===== src/rtl/rng_pkg.sv =====
// Shared types for the random-number scheduler: FSM states, default warm-up
// length and the 64-bit random word handed to requesters.
package rng_pkg;

    typedef enum logic [1:0] {
        ST_SEED   = 2'd0,
        ST_WARMUP = 2'd1,
        ST_SERVE  = 2'd2
    } state_e;

    localparam int DEFAULT_WARMUP = 8;

    typedef logic [63:0] rnd_word_t;

endpackage


===== src/rtl/rr_arbiter.sv =====
// Combinational round-robin arbiter: searches req_i starting at ptr_i and
// returns a one-hot grant plus the pointer just past the winner.
module rr_arbiter
    import rng_pkg::*;
#(
    parameter int N_REQ = 4,
    parameter int PW    = $clog2(N_REQ)
) (
    input  logic [N_REQ-1:0] req_i,
    input  logic [PW-1:0]    ptr_i,
    output logic [N_REQ-1:0] gnt_o,
    output logic [PW-1:0]    next_ptr_o
);

    logic          found;
    logic [PW-1:0] sel;

    // First set request at or after the pointer wins; pointer is held when idle.
    always_comb begin
        gnt_o      = '0;
        next_ptr_o = ptr_i;
        found      = 1'b0;
        sel        = '0;
        for (int off = 0; off < N_REQ; off++) begin
            sel = PW'((int'(ptr_i) + off) % N_REQ);
            if (!found && req_i[sel]) begin
                gnt_o[sel] = 1'b1;
                next_ptr_o = PW'((int'(sel) + 1) % N_REQ);
                found      = 1'b1;
            end
        end
    end

endmodule


===== src/rtl/rng_sched.sv =====
// Seeds and warms up an external LFSR, then hands its output to N_REQ requesters
// round-robin. Optional grant counter enabled by macro RNG_SCHED_STATS_EN.
module rng_sched
    import rng_pkg::*;
#(
    parameter int N_REQ  = 4,
    parameter int WARMUP = DEFAULT_WARMUP
) (
    input  logic             clk,
    input  logic             reset,
    input  logic [31:0]      seed_in,
    input  logic             reseed,
    input  logic [31:0]      rnd1,
    input  logic [31:0]      rnd2,
    output logic [31:0]      rng_seed,
    output logic             rng_reset,
    input  logic [N_REQ-1:0] req,
    output logic [N_REQ-1:0] gnt,
    output logic [63:0]      rnd_out,
    output logic             busy
`ifdef RNG_SCHED_STATS_EN
    ,
    output logic [15:0]      grant_count
`endif
);

    localparam int PW = $clog2(N_REQ);
    localparam int CW = 8;

    state_e            state_q, state_d;
    logic [31:0]       seed_q, seed_d;
    logic [CW-1:0]     cnt_q, cnt_d;
    logic [PW-1:0]     ptr_q, ptr_d;
    logic [N_REQ-1:0]  gnt_q, gnt_d;
    rnd_word_t         rnd_q, rnd_d;
    logic [N_REQ-1:0]  arbGnt;
    logic [PW-1:0]     arbNextPtr;

    rr_arbiter #(
        .N_REQ (N_REQ),
        .PW    (PW)
    ) u_arb (
        .req_i      (req),
        .ptr_i      (ptr_q),
        .gnt_o      (arbGnt),
        .next_ptr_o (arbNextPtr)
    );

    // A reseed pre-empts everything, including a grant that would issue this cycle.
    always_comb begin
        state_d = state_q;
        seed_d  = seed_q;
        cnt_d   = cnt_q;
        ptr_d   = ptr_q;
        gnt_d   = '0;
        rnd_d   = rnd_q;
        if (reseed) begin
            seed_d  = seed_in;
            state_d = ST_SEED;
            ptr_d   = '0;
        end else begin
            case (state_q)
                ST_SEED: begin
                    state_d = ST_WARMUP;
                    cnt_d   = CW'(WARMUP - 1);
                end
                ST_WARMUP: begin
                    if (cnt_q == '0) begin
                        state_d = ST_SERVE;
                    end else begin
                        cnt_d = cnt_q - 1'b1;
                    end
                end
                ST_SERVE: begin
                    if (|req) begin
                        gnt_d = arbGnt;
                        ptr_d = arbNextPtr;
                        rnd_d = {rnd2, rnd1};
                    end
                end
                default: state_d = ST_SEED;
            endcase
        end
    end

    always_ff @(posedge clk) begin
        if (reset) begin
            state_q <= ST_SEED;
            seed_q  <= seed_in;
            cnt_q   <= '0;
            ptr_q   <= '0;
            gnt_q   <= '0;
            rnd_q   <= '0;
        end else begin
            state_q <= state_d;
            seed_q  <= seed_d;
            cnt_q   <= cnt_d;
            ptr_q   <= ptr_d;
            gnt_q   <= gnt_d;
            rnd_q   <= rnd_d;
        end
    end

    assign rng_seed  = reset ? seed_in : seed_q;
    assign rng_reset = reset | (state_q == ST_SEED);
    assign busy      = reset | (state_q != ST_SERVE);
    assign gnt       = gnt_q;
    assign rnd_out   = rnd_q;

`ifdef RNG_SCHED_STATS_EN
    logic [15:0] grantCnt_q, grantCnt_d;

    always_comb begin
        grantCnt_d = grantCnt_q;
        if (reseed) begin
            grantCnt_d = '0;
        end else if (|gnt_d) begin
            grantCnt_d = grantCnt_q + 16'd1;
        end
    end

    always_ff @(posedge clk) begin
        if (reset) begin
            grantCnt_q <= '0;
        end else begin
            grantCnt_q <= grantCnt_d;
        end
    end

    assign grant_count = grantCnt_q;
`endif

endmodule


===== config.mk =====
export PLATFORM = sky130hd
export DESIGN_NAME = rng_sched
export DESIGN_NICKNAME = d
export VERILOG_FILES = /design/src/rtl/rng_pkg.sv /design/src/rtl/rr_arbiter.sv /design/src/rtl/rng_sched.sv
export SDC_FILE = /design/constraint.sdc
export NUM_CORES = 1
export LEC_CHECK = 0
export CORE_UTILIZATION = 25
export CTS_CLUSTER_DIAMETER = 80
export CTS_CLUSTER_SIZE = 8
export DETAILED_ROUTE_END_ITERATION = 12
export DONT_BUFFER_PORTS = 1
export HOLD_SLACK_MARGIN = 0.1
export PLACE_DENSITY = 0.47
export SETUP_SLACK_MARGIN = 0.3
export SLEW_MARGIN = 20
export SYNTH_ARGS = -nofsm -noshare
export SYNTH_HDL_FRONTEND = slang
export SYNTH_HIERARCHICAL = 1
export SYNTH_SLANG_ARGS = --single-unit

===== constraint.sdc =====
create_clock -name clk -period 3.08 [get_ports clk]
set_input_delay 0.462 -clock clk [delete_from_list [all_inputs] [get_ports clk]]
set_output_delay 0.462 -clock clk [all_outputs]
set_load 0.01 [all_outputs]

==> PnR_summary.wiki, run 1 <==
{| class="wikitable"
! Metric !! Value
|-
| Worst setup path end || ptr_q[1]
|-
| Hold-fix buffer count after cts || 0
|-
| Area share of the largest cell type after synthesis || 0.338
|-
| Placer's final routability congestion estimate || about 0.8
|-
| Worst reg2reg path depth || 9
|-
| Worst slack, placed || between 0.5 and 0.6 ns
|-
| Clock buffer depth || 2
|-
| Total number of placement rows || 50
|-
| Antenna violations before repair || 0
|-
| Number of global-route vias before repair || about 3300
|-
| Total chip power || 2980 uW
|-
| Slew Limit Headroom || 0.424
|-
| Period utilization || 0.840
|-
| Routed Wire Length || roughly 11000 um
|-
| Final-report hold violation count || 0
|-
| Fraction of registers with async set or reset after synthesis || 0
|-
| Final worst-path setup slack || between 0.4 and 0.5 ns
|-
| Critical path required time || approximately 3.3 ns
|-
| Number of warnings issued by yosys || 6
|-
| Number of cells produced by synthesis || between 400 and 500
|-
| Crit end category || register
|-
| DRC violations left || 0
|-
| Area grow syn2layout || 10.8%
|-
| Number of routed nets with antenna violations || 0
|-
| Number of vias after detailed routing || around 3500
|-
| Launching instance or port of the critical path || ptr_q[1]
|-
| Proportion of synthesized chip area in sequential cells || 0.540
|-
| Gr usage total || 0.110
|-
| Most used DFF post-synth || dfxtp_1
|-
| Final slew viol count || 0
|-
| Syn_nets || about 600
|-
| Post-Synthesis Mean Instance Area || about 9.7 sq um
|-
| CTS H-tree lvls || 3
|-
| Number of fill cells || between 1500 and 2000
|-
| Total inserted antenna cells || 0
|-
| Tmin final || between 2 and 3 ns
|-
| Slew at the pin with the worst max-slew slack || around 0.86 ns
|-
| Die extent in x || between 100 and 150 um
|-
| Maximum number of pins on one net before global-route repair || 105
|-
| Top fanout value on the critical path || 12
|-
| Reported max-cap violation count || 0
|-
| Core region area || about 0.019 sq mm
|-
| Buffers inserted during post-CTS setup optimization || 0
|-
| Summed area of non-filler cells in the final layout || around 0.0053 sq mm
|-
| Worst IR drop on VDD || 0.226 mV
|-
| Post-synthesis register bit count || roughly 110
|-
| Clk root buf || clkbuf_16
|-
| Overflow left after global routing || 0
|-
| Clock Latency Late Sink || approximately 0.35 ns
|-
| Clock tree from TritonCTS || yes
|-
| Register clock-pin slew on the reported worst setup and hold paths || around 0.070 ns
|-
| # clock sinks || ~110
|-
| Die Area || 0.0195 sq mm
|-
| Synthesized cell area || around 0.0047 sq mm
|-
| Standby leakage power || between 0.0015 and 0.002 uW
|-
| First-pass GRT wire length || 17100 um
|-
| Flop2flop setup slack || around 0.49 ns
|-
| Setup Viol. Count Final || 0
|-
| Worst setup path category || register to register
|-
| Arrival time of data at the critical path endpoint || approximately 2.8 ns
|-
| Number of resized instances in the post-cts repair step || 0
|-
| Inserted Clock Buffers || 9
|-
| Total placed instance area || ~0.005 sq mm
|-
| Clock skew after layout || between 0.005 and 0.006 ns
|-
| Drt initial violations || ~210
|-
| Quantity of I/O buffers inserted on ports || 0
|-
| Die Y-Extent || 140 um
|-
| Layout cells sized above 1 || 0.144
|-
| Initial Utilization || 0.254
|-
| Setup repair after global routing missed its margin || no
|-
| Worst flop-to-flop path endpoint || ptr_q[1]
|-
| Total power divided by cell area || approximately 570 mW/mm^2
|-
| Total Neg Setup Slack || 0 ns
|-
| Min-delay worst type || primary input to register
|-
| Status || complete, no violations
|-
| Post-detailed-placement half-perimeter wirelength || roughly 7600 um
|-
| First drt pass iteration count || 6
|-
| Routed wire length per instance || ~15 um
|-
| Post-layout nets || 585
|-
| Number of ports placed on the die boundary || about 210
|-
| Maximum frequency from static timing analysis || approximately 390 MHz
|-
| R2r startpoint || ptr_q[1]
|-
| Cell types with the largest area share after synthesis || dfxtp_1, edfxtp_1, nand2_1
|-
| Count of cell types in the netlist || between 50 and 60
|-
| Ratio of routed vias to standard cells || around 4.9
|-
| Crit path launch type || register
|-
| Area leader, netlist || dfxtp_1
|-
| Count of flip-flops with a built-in enable after synthesis || 32
|}
## layer usage
layer | vias up | track usage | share of wire
met5 | - | 0 | 0
met4 | 0 | 0.0451 | 0.015
met3 | 16 | 0.0354 | 0.072
met2 | 126 | 0.186 | 0.49
met1 | 1673 | 0.129 | 0.42
li1 | 1673 | - | -
## placed cells by master, fill, tap and decap left out, types with 2 or more instances in the layout
cell / n
nand2_1: 138
dfxtp_1: 80
a21oi_1: 69
mux2_2: 34
edfxtp_1: 32
nor2_1: 14
clkbuf_16: 11
inv_1: 9
ha_1: 7
mux2i_1: 6
o21ai_0: 5
nor3_1: 5
and3_1: 4
a222oi_1: 4
nand2b_1: 3
nand3b_1: 3
o21ai_1: 3
buf_4: 3
or3b_1: 2
or4_4: 2
o31a_1: 2
or3_2: 2
o41ai_1: 2
a21o_1: 2
nand4_1: 2
a31oi_1: 2
clkinv_4: 2
nor3b_1: 2
o22ai_1: 2
## sequential cells by signal, indices dropped and copies added (netlist names)
signal / cells
cnt_q: 8
rnd_out: 64
state_q: 2
ptr_q: 2
gnt: 4
seed_q: 32
## how the worst min path moves through the flow
stage          slack [ns]          end         from  cells after the start
2_1_floorplan        0.46     cnt_q[3]     cnt_q[3]                      2
3_3_place_gp         0.48     cnt_q[7]     cnt_q[7]                      2
3_5_place_dp         0.49     cnt_q[3]     cnt_q[3]                      2
4_1_cts              0.17  rnd_out[37]        reset                      1
5_1_grt              0.17   rnd_out[5]        reset                      1
6_report             0.20   seed_q[10]  seed_in[10]                      0
## logic make-up (layout without fill, tap and decap cells)
group | after synthesis | in the layout | share of synthesized area
adders and majority gates | 7 | 7 | 0.0185
DFF | 112 | 112 | 0.540
muxes | 41 | 41 | 0.0963
and+or+nand+nor | 189 | 189 | 0.177
buffers and inverters | 40 | 28 | 0.0367
AOI/OAI and AO/OA | 102 | 102 | 0.132
## stage by stage
stage | util | instances | hold WS, ns
6_report | 0.282 | 713 | 0.203
3_5_place_dp | 0.265 | 698 | 0.487
3_3_place_gp | 0.265 | 698 | 0.476
2_1_floorplan | - | 491 | 0.456
4_1_cts | 0.282 | 713 | 0.174
5_1_grt | 0.282 | 713 | 0.169
## final cells by class
cell class,instances,area [sq um],share of cell area
Inverter,9,33.8,0.00643
Clock buffer,11,275,0.0524
Tap cell,234,293,0.0557
Sequential cell,112,2560,0.488
Clock inverter,4,32.5,0.00619
Timing Repair Buffer,4,42.5,0.00810
Multi-Input combinational cell,339,2020,0.384
## report_power, final
group / internal (uW) / switching (uW)
combinational: 86.0 / 109
clock: 650 / 532
sequential: 1570 / 28.1
total: 2310 / 669
## synthesized netlist by cell type, types with 2 or more instances
cell	n
dfxtp_1	80
edfxtp_1	32
a222oi_1	4
o21ai_0	5
nand2_1	138
o31a_1	2
nand2b_1	3
ha_1	7
inv_1	9
o41ai_1	2
nor2_1	14
nand3b_1	3
mux2i_1	6
a31oi_1	2
o21ai_1	3
mux2_2	34
or4_4	2
a21o_1	2
buf_2	10
a21oi_1	69
clkbuf_1	16
nor3_1	5
or3_1	2
o22ai_1	2
nor3b_1	2
and3_1	4
or3b_1	2
nand4_1	2
buf_1	3
## critical path: stages, from the launching register on
cell	delay [ns]
dfxtp_1	0.57
inv_1	0.15
ha_1	0.48
mux2i_1	0.35
o21ai_1	0.16
mux2i_2	0.28
a22oi_1	0.15
o31a_1	0.12
mux2i_1	0.13
nor2_1	0.05
(Power assumes the default switching activity.)
==> inputs of run 2 (changes only) <==
--- a/config.mk
+++ b/config.mk
@@ -11,7 +11,7 @@
 export DETAILED_ROUTE_END_ITERATION = 12
 export DONT_BUFFER_PORTS = 1
 export HOLD_SLACK_MARGIN = 0.1
-export PLACE_DENSITY = 0.47
+export PLACE_DENSITY = 0.49
 export SETUP_SLACK_MARGIN = 0.3
 export SLEW_MARGIN = 20
 export SYNTH_ARGS = -nofsm -noshare
==> constraint.sdc (replaced) <==
create_clock -name clk -period 2.09 [get_ports clk]
set_input_delay 0.3135 -clock clk [delete_from_list [all_inputs] [get_ports clk]]
set_output_delay 0.3135 -clock clk [all_outputs]
set_load 0.01 [all_outputs]
==> run 2 against run 1 <==
Against the previous run:
- clock power up 53%
- non-clock buffer count is 108 higher
- largest power group unchanged
- sequential cell count unchanged
- design area up 22%
- clock skew grew 0.0021 ns
- hold slack lost 0.079 ns
- critical endpoint unchanged
- critical path type unchanged
- via count grew 11%
- sequential share of layout area fell by 8.8 points
- clock-buffer cell count is 1 lower
- total power increased by 56%
==> PnR_summary.wiki, run 2 (same netlist as run 1, synthesis figures left out) <==
{| class="wikitable"
! Metric !! Value
|-
| Status || complete, no violations (unchanged)
|-
| Power share of the sequential group || 0.508 (was 0.538)
|-
| Switching Share || 0.233 (was 0.225)
|-
| Power dissipated by switching net loads || 1080 uW (was 669 uW)
|-
| Maximum frequency from static timing analysis || 504 MHz (was 387 MHz)
|-
| Total number of placement rows || 50 (unchanged)
|-
| Routed wire length per instance || 15.3 um (was 15.4 um)
|-
| Core region area || 0.0186 sq mm (unchanged)
|-
| DRC violations left || 0 (unchanged)
|-
| Quantity of I/O buffers inserted on ports || 0 (unchanged)
|-
| Part of the total power dissipated in combinational logic || 0.104 (was 0.065)
|-
| Setup repair after global routing missed its margin || yes (was no)
|-
| Initial Utilization || 0.254 (unchanged)
|-
| Die extent in x || 140 um (unchanged)
|-
| Number of routed nets with antenna violations || 0 (unchanged)
|-
| Inserted Clock Buffers || 9 (unchanged)
|-
| Reported max-cap violation count || 0 (unchanged)
|-
| Die Area || 0.0195 sq mm (unchanged)
|-
| Worst reg2reg path depth || 9 (unchanged)
|-
| Clock skew after layout || 0.00780 ns (was 0.00569 ns)
|-
| Final slew viol count || 0 (unchanged)
|-
| R2r startpoint || ptr_q[0] (was ptr_q[1])
|-
| Area grow syn2layout || 35.7% (was 10.8%)
|-
| Maximum number of pins on one net before global-route repair || 69 (was 105)
|-
| Launching instance or port of the critical path || ptr_q[0] (was ptr_q[1])
|-
| Standby leakage power || 0.00222 uW (was 0.00173 uW)
|-
| Worst setup path category || register to register (unchanged)
|-
| Worst slack, placed || 0.00777 ns (was 0.540 ns)
|-
| Number of global-route vias before repair || 3758 (was 3273)
|-
| Register clock-pin slew on the reported worst setup and hold paths || 0.07 ns (about the same)
|-
| Final worst-path setup slack || 0.104 ns (was 0.493 ns)
|-
| Total inserted antenna cells || 0 (unchanged)
|-
| Critical path required time || 2.29 ns (was 3.28 ns)
|-
| Number of vias after detailed routing || 3865 (was 3488)
|-
| Ratio of routed vias to standard cells || 4.70 (was 4.89)
|-
| Clock buffer depth || 2 (unchanged)
|-
| Clock Latency Late Sink || 0.35 ns (about the same)
|-
| Antenna violations before repair || 0 (unchanged)
|-
| Clk root buf || clkbuf_16 (unchanged)
|-
| Total power divided by cell area || 722 mW/mm^2 (was 566 mW/mm^2)
|-
| CTS H-tree lvls || 3 (unchanged)
|-
| Layout cells sized above 1 || 0.168 (was 0.144)
|-
| Commonest cells after routing, fill and taps aside || nand2_1, dlygate4sd3_1, dfxtp_1 (was nand2_1, dfxtp_1, a21oi_1)
|-
| Min-delay worst type || primary input to register (unchanged)
|-
| Most common cell after layout, fill and taps aside || nand2_1 (unchanged)
|-
| Total Neg Setup Slack || 0 ns (unchanged)
|-
| Number of ports placed on the die boundary || 205 (unchanged)
|-
| Power share of the clock group || 0.389 (was 0.397)
|-
| Top fanout value on the critical path || 5 (was 12)
|-
| First drt pass iteration count || 4 (was 6)
|-
| Worst setup path end || ptr_q[1] (unchanged)
|-
| Period utilization || 0.950 (was 0.840)
|-
| Largest register FFs || 64 (unchanged)
|-
| Flop2flop setup slack || 0.10 ns (was 0.49 ns)
|-
| Internal Power || 3560 uW (was 2310 uW)
|-
| Die Y-Extent || 140 um (unchanged)
|-
| # clock sinks || 112 (unchanged)
|-
| Gr usage total || 0.122 (was 0.110)
|-
| Drt initial violations || 155 (was 205)
|-
| Arrival time of data at the critical path endpoint || 2.19 ns (was 2.79 ns)
|-
| Post-detailed-placement half-perimeter wirelength || 7580 um (was 7570 um)
|-
| Post-layout nets || 693 (was 585)
|-
| Overflow left after global routing || 0 (unchanged)
|-
| Routed Wire Length || 12600 um (was 10900 um)
|-
| Final-report hold violation count || 0 (unchanged)
|-
| Crit path launch type || register (unchanged)
|-
| Tmin final || 1.99 ns (was 2.59 ns)
|-
| Clock tree from TritonCTS || yes (unchanged)
|-
| Placer's final routability congestion estimate || 0.817 (was 0.808)
|-
| Worst flop-to-flop path endpoint || ptr_q[1] (unchanged)
|-
| Crit end category || register (unchanged)
|-
| First-pass GRT wire length || 18900 um (was 17100 um)
|-
| Slew Limit Headroom || 0.432 (was 0.424)
|-
| Slew at the pin with the worst max-slew slack || 0.853 ns (was 0.864 ns)
|-
| Worst IR drop on VDD || 0.362 mV (was 0.226 mV)
|-
| Setup Viol. Count Final || 0 (unchanged)
|}
## run 2: layout make-up
| type | instances | area [sq um] |
|---|---|---|
| Sequential cell | 112 | 2570 |
| Tap cell | 234 | 293 |
| Fill cell | 1876 | 12200 |
| Clock buffer | 10 | 239 |
| Multi-Input combinational cell | 339 | 2090 |
| Timing Repair Buffer | 112 | 1130 |
| Inverter | 9 | 41.3 |
| Clock inverter | 6 | 77.6 |
## run 2: critical path, stage by stage, from the launching register on
cell and delay [ns]:
dfxtp_4 0.38, inv_8 0.04, ha_4 0.31, mux2i_4 0.28, buf_4 0.15, o311a_1 0.17
nor2b_1 0.06, o31a_1 0.28, mux2i_1 0.13, nor2_1 0.05
## run 2: routing by layer
layer,vias to the layer above,GRT usage,wire [um],share of wire
met5,-,0,0,0
met4,0,0.0665,266,0.021
met3,19,0.0258,705,0.056
met2,147,0.211,6090,0.48
met1,1816,0.141,5500,0.44
li1,1883,-,-,-
## run 2: worst min-delay path by stage
stage / from / end / slack, ns / cells past startpoint
after floorplan: seed_in[0] / seed_q[0] / 0.41 / 0
after global placement: reset / rnd_out[6] / 0.40 / 1
after detailed placement: reset / rnd_out[13] / 0.40 / 1
after CTS: rnd1[22] / rnd_out[22] / 0.10 / 2
after global routing: rnd1[7] / rnd_out[7] / 0.11 / 2
final: rnd1[22] / rnd_out[22] / 0.12 / 2
## run 2: through the flow
step                      total power [uW]   util  std cells  area (sq um)  hold slack, ns
final                                 4640  0.345        822          6440           0.123
after CTS                             4720  0.341        815          6350           0.101
after detailed placement              2700  0.269        699          5010           0.402
after global placement                2690  0.269        699          5010           0.399
after floorplan                       2690      -        491          4820           0.412
after global routing                  4850  0.345        822          6440           0.112
## run 2: what timing repair did
item                       CTS  global route
hold buffers                95             0
setup buffers                5             6
gates resized for setup      7             4
cloned                       0             1
setup endpoints to repair   13            14
hold endpoints to repair   100             0
pin swaps                    8            10
## run 2: power groups by stage
stage          logic, uW  registers, uW  clock network [uW]
3_3_place_gp         290           2400                   0
5_1_grt              518           2370                1960
6_report             481           2360                1810
2_1_floorplan        292           2390                   0
4_1_cts              475           2360                1890
3_5_place_dp         293           2410                   0
